## config.mk

```make
export PLATFORM = sky130hd
export DESIGN_NAME = tpu_ctrl_decode
export DESIGN_NICKNAME = d
export VERILOG_FILES = /design/src/rtl/tpu_ctrl_decode.sv
export SDC_FILE = /design/constraint.sdc
export NUM_CORES = 1
export LEC_CHECK = 0
export BUFFER_PORTS_ARGS = -buffer_cell sky130_fd_sc_hd__buf_2
export CORE_MARGIN = 1
export CORE_UTILIZATION = 45
export CTS_CLUSTER_SIZE = 14
export DETAILED_ROUTE_END_ITERATION = 10
export PLACE_DENSITY = 0.71
export SLEW_MARGIN = 20
export SYNTH_ARGS = -nofsm -noshare
export SYNTH_HDL_FRONTEND = slang
export SYNTH_SLANG_ARGS = --single-unit
```

## constraint.sdc

```tcl
create_clock -name I_clk -period 2 [get_ports I_clk]
set_input_delay 0.3 -clock I_clk [delete_from_list [all_inputs] [get_ports I_clk]]
set_output_delay 0.3 -clock I_clk [all_outputs]
set_load 0.05 [all_outputs]
```

## src/rtl/tpu_ctrl_decode.sv

```systemverilog
// rtl/tpu_ctrl_decode.sv - TPU control sequencer and instruction decoder
// Ports:
//   I_clk, I_reset (sync, active-high), I_en (core enable), I_stall (imem not ready)
//   I_instr[15:0]                 instruction word, captured when leaving FETCH
//   O_fetch, O_regen, O_we, O_aluen  combinational strobes from state and I_en
//   O_selA/O_selB/O_selD[2:0]     register selects to reg_file
//   O_aluop[4:0]                  {opcode, flag}
//   O_imm[15:0]                   decoded immediate
//   O_state[2:0], O_halted        FSM state and halt indication
module tpu_ctrl_decode (
    input  logic        I_clk,
    input  logic        I_reset,
    input  logic        I_en,
    input  logic        I_stall,
    input  logic [15:0] I_instr,
    output logic        O_fetch,
    output logic        O_regen,
    output logic        O_we,
    output logic        O_aluen,
    output logic [2:0]  O_selA,
    output logic [2:0]  O_selB,
    output logic [2:0]  O_selD,
    output logic [4:0]  O_aluop,
    output logic [15:0] O_imm,
    output logic [2:0]  O_state,
    output logic        O_halted
);

    typedef enum logic [2:0] {
        S_FETCH  = 3'd0,
        S_DECODE = 3'd1,
        S_READ   = 3'd2,
        S_EXEC   = 3'd3,
        S_WB     = 3'd4,
        S_HALT   = 3'd5
    } state_t;

    state_t      state;
    state_t      state_next;
    logic [15:0] instr_q;
    logic [3:0]  opcode;
    logic        writes;

    assign opcode = instr_q[15:12];

    // Opcodes 0x0-0x8 and 0xA write back; everything else leaves reg_file untouched.
    always_comb begin
        writes = 1'b0;
        if (opcode <= 4'h8 || opcode == 4'hA) begin
            writes = 1'b1;
        end
    end

    always_ff @(posedge I_clk) begin
        if (I_reset) begin
            state   <= S_FETCH;
            instr_q <= 16'h0000;
            O_selA  <= 3'd0;
            O_selB  <= 3'd0;
            O_selD  <= 3'd0;
            O_aluop <= 5'd0;
            O_imm   <= 16'h0000;
        end else if (I_en) begin
            state <= state_next;
            if (state == S_FETCH && !I_stall) begin
                instr_q <= I_instr;
            end
            // Fields are only refreshed when the instruction actually proceeds to READ,
            // so a HALT leaves the previous instruction's decode visible.
            if (state == S_DECODE && opcode != 4'hF) begin
                O_selA  <= instr_q[7:5];
                O_selB  <= instr_q[4:2];
                O_selD  <= instr_q[11:9];
                O_aluop <= {opcode, instr_q[8]};
                O_imm   <= instr_q[8] ? {instr_q[7:0], 8'h00} : {8'h00, instr_q[7:0]};
            end
        end
    end

    always_comb begin
        state_next = state;
        O_fetch    = 1'b0;
        O_regen    = 1'b0;
        O_we       = 1'b0;
        O_aluen    = 1'b0;
        case (state)
            S_FETCH: begin
                O_fetch = I_en;
                if (!I_stall) begin
                    state_next = S_DECODE;
                end
            end
            S_DECODE: begin
                state_next = (opcode == 4'hF) ? S_HALT : S_READ;
            end
            S_READ: begin
                O_regen    = I_en;
                state_next = S_EXEC;
            end
            S_EXEC: begin
                O_aluen    = I_en;
                state_next = S_WB;
            end
            S_WB: begin
                O_regen    = I_en;
                O_we       = I_en & writes;
                state_next = S_FETCH;
            end
            S_HALT: begin
                state_next = S_HALT;
            end
            default: begin
                state_next = S_FETCH;
            end
        endcase
    end

    assign O_state  = state;
    assign O_halted = (state == S_HALT);

endmodule

```

==> impl_metrics.toml <==
[outcome]
status = "completed"

[yosys]
synth.area.top_cells = "dfxtp_1, a21oi_1, o21ai_1"
netlist_area_mm2 = 0.00206
ys_async_sr_fraction_pct = 0
synth_flop_cell = "dfxtp_1"
synth_edf_count = 0
synth_top_area_share_pct = 47.7
yosys_warnings = 0
yosysMostFrequentCell = "dfxtp_1"
avgSynthCellArea_um2 = 8.46
synth_commonest_cells = "dfxtp_1, a21oi_1, o21ai_1"
synth_fp_nets = 263
netlist_instances = 243
ys_seq_elements = 49
ys_seq_area_share_pct = 47.7
yosys.cell_types.count = 30
yosysTopAreaCell = "dfxtp_1"

[clock_network]
clk_latency_ns = 0.30
holdBufCountCts = 0
tritoncts = "yes"
numClockSinks = 49
clk_transition_reported_paths_ns = 0.09
cts_htree_levels = 2
clock_path_buffers = 2
cts-root-buf = "clkbuf_8"
cts_buffers = 5

[floorplan]
core_region_area_mm2 = 0.00438
design.portCount = 58
rows = 24
die_h_um = 69.6
die-area_mm2 = 0.00484
start_util_pct = 46.9
die_w_um = 69.6

[grt]
grt_pass1_wl_um = 8180
grt_max_degree = 35
first_global_vias = 1689
antenna_found_initial = 0
grt_overflow = 0
groute.usage.overall_pct = 21.2

[final_layout]
drive_gt1_share_pct = 26.2
syn2layout_area_growth_pct = 16.7
finalInstanceArea_mm2 = 0.00240
diodes = 0
fill_cells = 434
post-route-util_pct = 54.7
fin_nets = 307

[timing]
fin_crit_sh_pct = 96.6
hold_slack_ns = 0.238
clock_skew_ns = 0.00711
fmax_mhz = 518
min_period_ns = 1.93
slew_headroom_pct = 66.0
maxSlewViolCount = 0
worst_slew_pin_slew_ns = 0.510
hold_viol = 0
finalSetupViolCount = 0
rsz0062_at_grt = "no"
final.setup.tns_ns = 0

[hold_path]
hold_start = "I_instr[12]"
hp-class = "input port to flip-flop"
worst_hold_path.endpoint = "instr_q[12]"
min_path_cells = 3

[critical_path]
cp-end-kind = "output port"
arrival_ns = 1.63
critPathMaxFanout = 17
critPathLaunchType = "flip-flop"
critPathRequiredTime_ns = 1.70
rr_endpoint = "instr_q[15]"
r2r_slack_ns = 0.42
r2r_start = "O_state[0]"
reg2reg_depth = 4
path_class = "flip-flop to output port"

[detailed_routing]
first_pass_iters = 4
wl_per_cell_um = 14.3
via_per_inst = 5.72
ant_nets = 0
totalWireLength_um = 4830
route.detailed.drc = 0
drtIter0Drc = 181
num_vias = 1935

[placed_design]
placed_area_mm2 = 0.00232
hpwlAfterDp_um = 3110
port_buffers = 57
gp_congestion = 0.831

[pwr]
p_total_uw = 1770
leakagePower_uw = 0.000932
cellPowerDensity_mw_per_mm2 = 739
irDropWorstVdd_uv = 477

[job]
drv_cap = 0
[kinds of logic (layout without fill, tap and decap cells)]
kind of cell    count (synthesis)  after routing  synth area share, %
flops                          49             49                 47.7
buf+inv                        31             74                 8.16
compound gates                100            100                 25.1
simple gates                   62             62                 18.6
xor+xnor                        1              1                0.426
[cell type report]
type,instances,area (um2),area share (%)
Sequential cell,49,981,40.9
Multi-Input combinational cell,163,912,38.0
Timing Repair Buffer,64,340,14.2
Clock buffer,5,68.8,2.87
Tap cell,52,65.1,2.71
Inverter,4,27.5,1.15
Clock inverter,1,5.00,0.209
[worst max-delay path by stage]
stage               slack [ns]  startpoint      end  depth (start not counted)
floorplan                 0.08  O_state[1]  O_regen                          3
finish                    0.07  O_state[0]  O_fetch                          3
global route             0.005  O_state[0]  O_fetch                          3
CTS                       0.06  O_state[0]  O_fetch                          3
detailed placement        0.32        I_en  O_fetch                          4
global placement          0.34        I_en  O_fetch                          4
[report_power, final]
part	switching [uW]	internal [uW]
Combinational	144	66.1
Sequential	26.5	999
Clock	307	231
Total	477	1300
[metrics by stage]
step                      std cells  setup WS, ns
final                           338        0.0687
after floorplan                 243        0.0850
after global placement          332         0.341
after CTS                       338        0.0571
after global routing            338       0.00490
after detailed placement        332         0.323
[flip-flops by register name (all words and copies together) (netlist names)]
| signal | cells |
|---|---|
| O_aluop | 5 |
| O_selD | 3 |
| O_imm | 16 |
| O_selA | 3 |
| instr_q | 16 |
| O_state | 3 |
| O_selB | 3 |
[worst max-delay path, cell delays in order, from the launching register on]
cell and delay, ns:
dfxtp_1 0.40, or4b_4 0.62, clkinv_8 0.11, buf_4 0.20
[placed cells by master, fill, tap and decap left out, types with 2 or more instances in the layout]
cell      synthesis  routed
nor2_1            3       3
a21oi_1          46      46
dfxtp_1          49      49
and4_1            3       3
inv_1             2       2
buf_4             0       8
nand2_1           2       2
o21ai_1          41      41
nor2b_1           2       2
buf_2             6      56
o21ai_0           8       8
nand4_1           9       9
nand4b_1          8       8
clkbuf_8          0       5
nand3_1          30      30
[layer usage]
layer | wire length [um] | global-route usage [%] | vias up
met1 | 2230 | 28.3 | 895
met5 | 0 | 0 | -
li1 | - | - | 981
met4 | 63 | 7.94 | 0
met3 | 235 | 6.25 | 5
met2 | 2310 | 32.5 | 54
[repair_timing]
| action | 4_1_cts | 5_1_grt |
|---|---|---|
| setup endpoints to repair | 1 | 0 |
| gates resized for setup | 1 | 0 |
| buffers inserted | 0 | 0 |
Power figures use the tool's default switching activity.
